==> src/rtl/vend_pkg.sv <==
// Shared vending types: FSM states, error codes, stock record layout, limits.
// Pure declarations; no latency, no backpressure.
package vend_pkg;
    localparam int NSLOT   = 8;
    localparam int MAX_VAL = 15;

    localparam int ID_MSB    = 10;
    localparam int ID_LSB    = 8;
    localparam int STOCK_MSB = 7;
    localparam int STOCK_LSB = 4;
    localparam int PRICE_MSB = 3;
    localparam int PRICE_LSB = 0;

    typedef enum logic [2:0] {
        S_IDLE,
        S_CREDIT,
        S_CHECK,
        S_DISPENSE,
        S_CHANGE,
        S_ERROR
    } state_t;

    localparam logic [1:0] ERR_NONE  = 2'd0;
    localparam logic [1:0] ERR_STOCK = 2'd1;
    localparam logic [1:0] ERR_FUNDS = 2'd2;
    localparam logic [1:0] ERR_CASH  = 2'd3;
endpackage

==> src/rtl/vend_stock_table.sv <==
// 8x11 slot record table: one synchronous write port, combinational read.
// Writes visible on the next cycle; no backpressure.
module vend_stock_table
    import vend_pkg::*;
(
    input  logic        clock,
    input  logic        resetn,
    input  logic        i_we,
    input  logic [2:0]  i_waddr,
    input  logic [10:0] i_wdata,
    input  logic [2:0]  i_raddr,
    output logic [10:0] o_rdata
);
    logic [10:0] r_mem [NSLOT];

    always_ff @(posedge clock or negedge resetn) begin
        if (!resetn) begin
            for (int i = 0; i < NSLOT; i++) r_mem[i] <= '0;
        end else if (i_we) begin
            r_mem[i_waddr] <= i_wdata;
        end
    end

    assign o_rdata = r_mem[i_raddr];
endmodule

==> src/rtl/vend_sequencer.sv <==
// Vending sequencer: coin credit, one-cycle stock/funds check, dispense and change handshakes.
// All outputs registered; disp/change outputs hold until their ready handshake.
module vend_sequencer
    import vend_pkg::*;
(
    input  logic        clock,
    input  logic        resetn,
    input  logic        coin_valid,
    input  logic [3:0]  coin_value,
    output logic        coin_reject,
    input  logic        sel_valid,
    input  logic [2:0]  sel_mode,
    input  logic [3:0]  sel_qty,
    input  logic        cancel,
    input  logic        cfg_we,
    input  logic [2:0]  cfg_addr,
    input  logic [10:0] cfg_data,
    output logic        disp_valid,
    input  logic        disp_ready,
    output logic [10:0] product,
    output logic [3:0]  disp_count,
    output logic        change_valid,
    input  logic        change_ready,
    output logic [3:0]  change_amt,
    output logic        redlight,
    output logic [1:0]  err_code,
    output logic [3:0]  credit,
    output logic [3:0]  cash,
    output logic        busy
);
    state_t      r_state, w_state;
    logic [3:0]  r_credit, w_credit, r_cash, w_cash;
    logic [2:0]  r_mode, w_mode;
    logic [3:0]  r_qty, w_qty, r_cost, w_cost_q;
    logic        r_coin_reject, w_coin_reject, r_disp_valid, w_disp_valid;
    logic [10:0] r_product, w_product;
    logic [3:0]  r_disp_count, w_disp_count, r_change_amt, w_change_amt;
    logic        r_change_valid, w_change_valid, r_redlight, w_redlight, r_busy, w_busy;
    logic [1:0]  r_err, w_err;

    logic [10:0] w_rec;
    logic [3:0]  w_stock, w_price;
    logic [4:0]  w_dq, w_coin_sum;
    logic [7:0]  w_cost;
    logic [8:0]  w_cash_sum;
    logic        w_tbl_we;
    logic [2:0]  w_tbl_waddr;
    logic [10:0] w_tbl_wdata;

    assign w_tbl_we    = (r_state == S_IDLE && cfg_we) || (r_state == S_DISPENSE && disp_ready);
    assign w_tbl_waddr = (r_state == S_IDLE) ? cfg_addr : r_mode;
    assign w_tbl_wdata = (r_state == S_IDLE) ? cfg_data : r_product;

    vend_stock_table u_table (
        .clock   (clock),
        .resetn  (resetn),
        .i_we    (w_tbl_we),
        .i_waddr (w_tbl_waddr),
        .i_wdata (w_tbl_wdata),
        .i_raddr (r_mode),
        .o_rdata (w_rec)
    );

    assign w_stock    = w_rec[STOCK_MSB:STOCK_LSB];
    assign w_price    = w_rec[PRICE_MSB:PRICE_LSB];
    // Two or more units earn one free extra unit.
    assign w_dq       = (r_qty >= 4'd2) ? ({1'b0, r_qty} + 5'd1) : {1'b0, r_qty};
    assign w_cost     = {4'd0, w_price} * {4'd0, r_qty};
    assign w_cash_sum = {5'd0, r_cash} + {1'b0, w_cost};
    assign w_coin_sum = {1'b0, r_credit} + {1'b0, coin_value};

    always_ff @(posedge clock or negedge resetn) begin
        if (!resetn) begin
            r_state        <= S_IDLE;
            r_credit       <= '0;
            r_cash         <= '0;
            r_mode         <= '0;
            r_qty          <= '0;
            r_cost         <= '0;
            r_coin_reject  <= 1'b0;
            r_disp_valid   <= 1'b0;
            r_product      <= '0;
            r_disp_count   <= '0;
            r_change_valid <= 1'b0;
            r_change_amt   <= '0;
            r_redlight     <= 1'b0;
            r_err          <= ERR_NONE;
            r_busy         <= 1'b0;
        end else begin
            r_state        <= w_state;
            r_credit       <= w_credit;
            r_cash         <= w_cash;
            r_mode         <= w_mode;
            r_qty          <= w_qty;
            r_cost         <= w_cost_q;
            r_coin_reject  <= w_coin_reject;
            r_disp_valid   <= w_disp_valid;
            r_product      <= w_product;
            r_disp_count   <= w_disp_count;
            r_change_valid <= w_change_valid;
            r_change_amt   <= w_change_amt;
            r_redlight     <= w_redlight;
            r_err          <= w_err;
            r_busy         <= w_busy;
        end
    end

    always_comb begin
        w_state        = r_state;
        w_credit       = r_credit;
        w_cash         = r_cash;
        w_mode         = r_mode;
        w_qty          = r_qty;
        w_cost_q       = r_cost;
        w_coin_reject  = coin_valid;
        w_disp_valid   = r_disp_valid;
        w_product      = r_product;
        w_disp_count   = r_disp_count;
        w_change_valid = r_change_valid;
        w_change_amt   = r_change_amt;
        w_redlight     = r_redlight;
        w_err          = r_err;
        case (r_state)
            S_IDLE, S_CREDIT: begin
                if (sel_valid) begin
                    w_mode     = sel_mode;
                    w_qty      = sel_qty;
                    w_redlight = 1'b0;
                    w_err      = ERR_NONE;
                    if (sel_qty == 4'd0) begin
                        w_state    = S_ERROR;
                        w_redlight = 1'b1;
                        w_err      = ERR_FUNDS;
                    end else begin
                        w_state = S_CHECK;
                    end
                end else if (cancel && r_state == S_CREDIT) begin
                    w_state        = S_CHANGE;
                    w_change_valid = 1'b1;
                    w_change_amt   = r_credit;
                end else if (coin_valid && w_coin_sum <= 5'(MAX_VAL)) begin
                    w_credit      = w_coin_sum[3:0];
                    w_coin_reject = 1'b0;
                    if (w_coin_sum != 5'd0) w_state = S_CREDIT;
                end
            end
            S_CHECK: begin
                w_cost_q = w_cost[3:0];
                if ({1'b0, w_stock} < w_dq) begin
                    w_state = S_ERROR; w_redlight = 1'b1; w_err = ERR_STOCK;
                end else if (w_cost > {4'd0, r_credit}) begin
                    w_state = S_ERROR; w_redlight = 1'b1; w_err = ERR_FUNDS;
                end else if (w_cash_sum > 9'(MAX_VAL)) begin
                    w_state = S_ERROR; w_redlight = 1'b1; w_err = ERR_CASH;
                end else begin
                    w_state      = S_DISPENSE;
                    w_disp_valid = 1'b1;
                    w_disp_count = w_dq[3:0];
                    w_product    = {w_rec[ID_MSB:ID_LSB], w_stock - w_dq[3:0], w_price};
                end
            end
            S_DISPENSE: begin
                if (disp_ready) begin
                    w_disp_valid = 1'b0;
                    w_credit     = r_credit - r_cost;
                    w_cash       = r_cash + r_cost;
                    if (w_credit != 4'd0) begin
                        w_state        = S_CHANGE;
                        w_change_valid = 1'b1;
                        w_change_amt   = w_credit;
                    end else begin
                        w_state = S_IDLE;
                    end
                end
            end
            S_CHANGE: begin
                if (change_ready) begin
                    w_credit       = '0;
                    w_change_valid = 1'b0;
                    w_change_amt   = '0;
                    w_state        = S_IDLE;
                end
            end
            S_ERROR: w_state = (r_credit != 4'd0) ? S_CREDIT : S_IDLE;
            default: w_state = S_IDLE;
        endcase
        w_busy = !(w_state == S_IDLE || w_state == S_CREDIT);
    end

    assign coin_reject  = r_coin_reject;
    assign disp_valid   = r_disp_valid;
    assign product      = r_product;
    assign disp_count   = r_disp_count;
    assign change_valid = r_change_valid;
    assign change_amt   = r_change_amt;
    assign redlight     = r_redlight;
    assign err_code     = r_err;
    assign credit       = r_credit;
    assign cash         = r_cash;
    assign busy         = r_busy;
endmodule

==> config.mk <==
export PLATFORM = sky130hd
export DESIGN_NAME = vend_sequencer
export DESIGN_NICKNAME = d
export VERILOG_FILES = /design/src/rtl/vend_pkg.sv /design/src/rtl/vend_stock_table.sv /design/src/rtl/vend_sequencer.sv
export SDC_FILE = /design/constraint.sdc
export NUM_CORES = 1
export LEC_CHECK = 0
export BUFFER_PORTS_ARGS = -buffer_cell sky130_fd_sc_hd__buf_2
export CAP_MARGIN = 20
export CORE_ASPECT_RATIO = 0.75
export CORE_MARGIN = 2
export CORE_UTILIZATION = 60
export CTS_BUF_LIST = sky130_fd_sc_hd__clkbuf_8
export CTS_CLUSTER_DIAMETER = 30
export CTS_CLUSTER_SIZE = 25
export DETAILED_ROUTE_END_ITERATION = 10
export PLACE_DENSITY = 0.83
export SYNTH_ARGS = -nofsm -noshare
export SYNTH_HDL_FRONTEND = slang
export SYNTH_SLANG_ARGS = --single-unit
==> constraint.sdc <==
create_clock -name clock -period 6.45 [get_ports clock]
set_input_delay 0.9675 -clock clock [delete_from_list [all_inputs] [get_ports clock]]
set_output_delay 0.9675 -clock clock [all_outputs]
set_load 0.1 [all_outputs]
Yosys cells after proc, flatten, opt, wreduce, memory -nomap -nowiden
Cells that the tools add are included.
- register bits after elaboration: 136
- input port bits: 33
- logic and storage cells: 146
- $add $sub $neg: 6
- $mul: 1
- $lt $le $gt $ge: 8
- equality and inequality tests: 18
- mux-type cells: 60
- bitwise gates (word level): 5
- reductions and logical operators: 25
- operator list (cell ; count):
    88-bit bitwise mux ; 1
    11-bit two-way mux ; 4
    3-bit two-way mux ; 12
    4-bit two-way mux ; 9
    11-bit binary-select mux with 3-bit select ; 1
    11-bit demux with 3-bit select ; 1
    4-bit one-hot mux with 3 select lines ; 2
    2-bit != test (second input constant) ; 10
    1-bit two-way mux ; 19
    3-bit one-hot mux with 5 select lines ; 1
    6-bit AND reduction ; 2
    2-bit two-way mux ; 5
    4-bit by 8-bit adder with 9-bit output ; 1
    9-bit by 4-bit greater-than comparator with 1-bit output (second input constant) ; 1
    4-bit >= comparator (second input constant) ; 2
    8-bit by 4-bit greater-than comparator with 1-bit output ; 1
    4-bit by 4-bit multiplier with 8-bit output ; 1
    3-bit NOT with 4-bit output ; 2
    4-bit nonzero test ; 2
    4-bit subtractor ; 2
    3-bit by 1-bit equality test with 1-bit output (second input constant) ; 2
    3-bit by 2-bit equality test with 1-bit output (second input constant) ; 2
    3-bit equality test (second input constant) ; 2
    3-bit zero test ; 2
    26 further kinds ; 36

Depth between registers and ports, before layout
- depth after elaboration: 14
- depth in mapped cells: 18

By module
Synthesis repeated with hierarchy kept, for this count alone.
- cell total of the unflattened synthesis: 579
- area, all modules: 7583.5 um2
- modules (own cells, without submodules) (module ; times used ; cells an instance ; area each (um2)):
    vend_stock_table ; 1 ; 230 ; 4050.1
    vend_sequencer ; 1 ; 349 ; 3533.4

Worst setup path after synthesis
Ideal clock, no wire load.
- path type: register to register
- from: register r_mode[1]
- to: register r_product[10], in the netlist product[10]
- library setup time: 0.126 ns
- data arrival time: 4.978 ns
- setup slack: 1.347 ns
- cell stages (with the launch flop): 17
- clock period less this slack: 5.103 ns
- path through: dfrtp_1 clkbuf_1 buf_1 mux4_2 mux2i_1 nand2b_1 fa_1 fa_1 inv_1 fa_1 ha_1 a2111oi_2 o21bai_1 nor4_4 nand3_4 buf_6 mux2_4
- word-level cells in the longest chain between the ends: 9
- elaborated cells on any way between the ends: 13
- classes of those cells: add/sub: 1; mul: 1; order compare: 3; mux: 3; bitwise: 4; reduce/logical: 1
- ends and longest elaborated chain (what ; line ; text):
    start, declared ; vend_sequencer.sv:33 ; logic [2:0] r_mode, w_mode;
    start signal, assigned ; vend_sequencer.sv:93 ; r_mode <= w_mode;
    3-bit NOT with 4-bit output (implied by the code) (*) ; vend_stock_table.sv:24 ; assign o_rdata = r_mem[i_raddr];
    11-bit binary-select mux with 3-bit select (*) ; vend_stock_table.sv:24 ;
    11-bit two-way mux (implied by the code) (*) (2 in a row) ; vend_stock_table.sv:24 ;
    4-bit by 4-bit multiplier with 8-bit output (*) ; vend_sequencer.sv:68 ; assign w_cost = {4'd0, w_price} * {4'd0, r_qty};
    net w_cost[3] ; vend_sequencer.sv:44 ; logic [7:0] w_cost;
    4-bit by 8-bit adder with 9-bit output ; vend_sequencer.sv:69 ; assign w_cash_sum = {5'd0, r_cash} + {1'b0, w_cost};
    9-bit by 4-bit greater-than comparator with 1-bit output ; vend_sequencer.sv:153 ; end else if (w_cash_sum > 9'(MAX_VAL)) begin
    1-bit NOT (no source line) ; -- ;
    4-bit AND reduction (no source line) (*) ; -- ;
    end signal, assigned ; vend_sequencer.sv:98 ; r_product <= w_product;
    end, declared ; vend_sequencer.sv:36 ; logic [10:0] r_product, w_product;
The timed path passes the listed nets; every way through them passes the cells marked *. The select of a mux whose other input is x is not followed.
A chain may end at the register's enable or synchronous reset.

Worst setup path in the final report
- from: register r_mode[0]
- to: register r_product[10], in the netlist product[10]
The elaborated chain is that of the path after synthesis.

==> impl.org <==
** Clocking
- After clock tree synthesis, the flow added hold-fix buffers numbering 0.
- TritonCTS clock tree :: built
- Once the clock tree was built, the resizer swapped 0 gates to a different size.
- The tree is rooted in a clkbuf_8.
- Inserted Clock Buffers :: 17
- CTS saw between 100 and 150 sinks.
- Clock transition time at the flip-flop clock pins of the worst setup and hold paths :: roughly 0.07 ns
- CTS Buffer Depth :: 2
- Buffers added to address setup during post-CTS repair amount to 0.
- The H-tree was split into 4 levels.
- Clock latency on the worst-skew pair, taken at its later pin, is 0.45 ns.

** STA
- After layout, the worst setup slack is roughly 0.76 ns.
- Sum of negative setup slack :: 0 ns
- Number of max-slew violations in the final report :: 0
- Counting I/O delays and the setup requirement, the final critical path takes between 5 and 6 ns.
- Final hold violations :: 0
- Setup repair after global routing left no endpoint under its margin.
- Max-Slew Margin vs Limit :: 34.18%
- On the final layout, the worst clock skew is 0.005910 ns.
- FMAX :: 0.1756 GHz
- For the pin with the worst max-slew slack, the measured transition is between 0.9 and 1 ns.
- Endpoints failing setup :: 0
- In the finished design, the share of the clock period the worst path needs comes to just under 90%.

** Drt
- Number of iterations in the first detailed-routing pass :: 6
- Dividing the detail-routed wire length by the instance count gives between 15 and 20 µm.
- The detailed router finished its first iteration with 612 violations.
- For this block, the routed nets add up to 17270 µm of wire.
- Drt via density :: about 6.0
- Number of vias in the routed layout :: roughly 5500
- Number of design rule violations left after detail routing :: 0
- In this run the remaining antenna-violating nets after routing total 0.

** Layout
- The final layout contains 820 nets.
- The post-route netlist has around 22% of its cells at a drive strength greater than 1.
- Filler instances :: 842
- Final cell count without fillers :: just over 900
- Commonest cells after routing, fill and taps aside :: dfrtp_1 (136), nand2_1 (74), buf_2 (66)
- The library cell used most frequently in the layout, excluding fill and tap cells, is dfrtp_1.
- Relative to the synthesized area, the layout overhead comes to 11.50%.

** GRT
- The initial antenna violation count came to 0.
- Largest net degree at the start of global routing :: 72
- In the global route stage, overall resource usage came out at ~28%.
- Global route overflow :: 0
- Global-route wire length before repair :: around 29000 µm
- Number of global-route vias before repair :: around 5600

** Critical path
- Beginning of the worst register-to-register path :: r_mode[0]
- Maximum fanout count along the critical path :: 17
- Worst path required time :: a little under 7 ns
- Element type at the critical path start :: register
- Grouping stages by cell kind, the critical path spends the most delay in adder cells.
- The most critical setup path has its startpoint at r_mode[0].
- For this run, the slowest stage of the critical path takes about 0.72 ns.
- Top cell by count, worst path :: fa_1
- CP Buf/Inv Count :: 2
- On the critical path, the stage with the largest delay is an instance of dfrtp_1.
- Data arrives at the worst endpoint at 6.03 ns.
- Traced cell by cell, the critical path runs through buf_4 > mux4_2 > mux2_2 > nand2_1 > fa_1 > fa_1 > inv_1 > fa_1 > ha_1 > a2111oi_2 > o21bai_1 > nor4_4 > nand3_4 > mux2_4.
- The worst setup path is captured at a register.
- The worst setup path is of the reg -> reg kind.

** Place
- Once placement completed, the tool counted placed cells totaling just under 900.
- Quantity of I/O buffers inserted on ports :: 66
- Half-perimeter wire length of the detailed placement result :: 11970 µm
- At the placement stage, the worst setup path has a slack of 0.7844 ns.
- The congestion estimate from routability-driven global placement came to ~0.9.

** Floorplan
- Once the floorplan was initialized, standard cells occupied a little over 60% of the core.
- The floorplan step defined a die boundary enclosing approximately 0.013 mm².
- Placement row count :: 34
- Top Ports :: 67
- The floorplan step set the die width to ~130 µm.
- Placeable core region :: ~0.012 mm²
- Vertical die dimension :: 99.68 µm

** Synthesis
- Among all flip-flop cells after synthesis, the most frequent one is dfrtp_1.
- Cell count after synthesis :: between 600 and 700
- Yosys reg bits :: 136
- Yosys printed 0 warnings.
- Avg Cell Area, Syn :: 10.71 µm²
- After synthesis, the netlist uses between 60 and 70 different library cells.
- The mapped netlist covers around 0.0073 mm².
- The number of nets in the synthesized netlist is about 760.
- The synthesized design contains 0 enable-type register cells.
- Async S/R FF share, synth :: 100.0%
- After synthesis, flip-flops and latches occupy between 40 and 50% of the total area.

** Run status
- Run status :: completed

** Worst hold path
- Start point of the worst hold path :: u_table.r_mem[21]
- The worst hold path belongs to the class reg -> reg.

** Run
- Number of max-cap violations :: 0
-- synthesized netlist by cell type, types with 12 or more instances --
master	number	area share (%)
o21ai_0	63	4.3
ha_1	36	6.2
a21oi_1	53	3.6
nand2_1	74	3.8
mux4_2	22	6.8
mux2i_1	24	3.3
clkbuf_1	18	0.92
inv_1	32	1.6
dfrtp_1	136	46
buf_2	12	0.82
mux2_2	28	4.3
nor2b_1	12	1.0
nor2_1	60	3.1
-- cell families after synthesis --
group	after synthesis	synth area share [%]
buffers and inverters	66	3.793
AOI/OAI and AO/OA	152	11.84
muxes	75	14.56
adders and majority gates	45	8.611
and+or+nand+nor	195	12.83
DFF	136	46.47
xor gates and xnor gates	15	1.897
-- worst paths after layout --
path / to / slack (ns) / cells after the start
worst min-delay path: u_table.r_mem[21] / 0.48 / 2
max in group asynchronous: r_state[0] / 4.64 / 2
worst max-delay path: product[10] / 0.76 / 14
min in group asynchronous: u_table.r_mem[59] / 0.50 / 1
worst min register to register: u_table.r_mem[21] / 0.48 / 2
worst max register to register: product[10] / 0.76 / 14
-- per-stage QoR --
stage	hold slack [ns]	instance area, µm²	util, %
after detailed placement	0.4689	7785	66.30
after floorplan	0.4446	7323	-
final	0.4814	8165	69.54
after global placement	0.4567	7757	66.07
after CTS	0.4849	8158	69.48
after global routing	0.5117	8163	69.52
-- registers in the layout, indices dropped and copies added (netlist names) --
signal         flops
r_state            3
r_mode             3
busy               1
disp_count         4
disp_valid         1
cash               4
credit             4
r_cost             4
err_code           2
product           11
u_table.r_mem     88
change_valid       1
change_amt         4
coin_reject        1
r_qty              4
redlight           1
-- area by class of cell --
cell class | instances | area (µm²) | area share [%]
clock inverters | 12 | 111.4 | 1.364
flip-flops and latches | 136 | 3403 | 41.68
multi-input cells | 482 | 3657 | 44.79
clock buffers | 19 | 261.5 | 3.203
diodes | 1 | 2.502 | 0.03065
inverters | 32 | 120.1 | 1.471
repair buffers | 73 | 406.6 | 4.980
well taps | 162 | 202.7 | 2.482
-- per-layer routing --
layer,wire length (µm),global-route usage (%)
met4,169,6.773
met5,0,0
met1,7608,38.84
met2,8274,46.44
met3,1218,7.034
-- tightest hold or removal path: cells and delay by family, from the launching register on --
family,cells,cell delay [ns]
flops,1,0.34
compound gates,1,0.06
simple gates,1,0.04
Power is not shown: default switching activity piles up to over one toggle a cycle in this logic, so the estimate is an artifact.
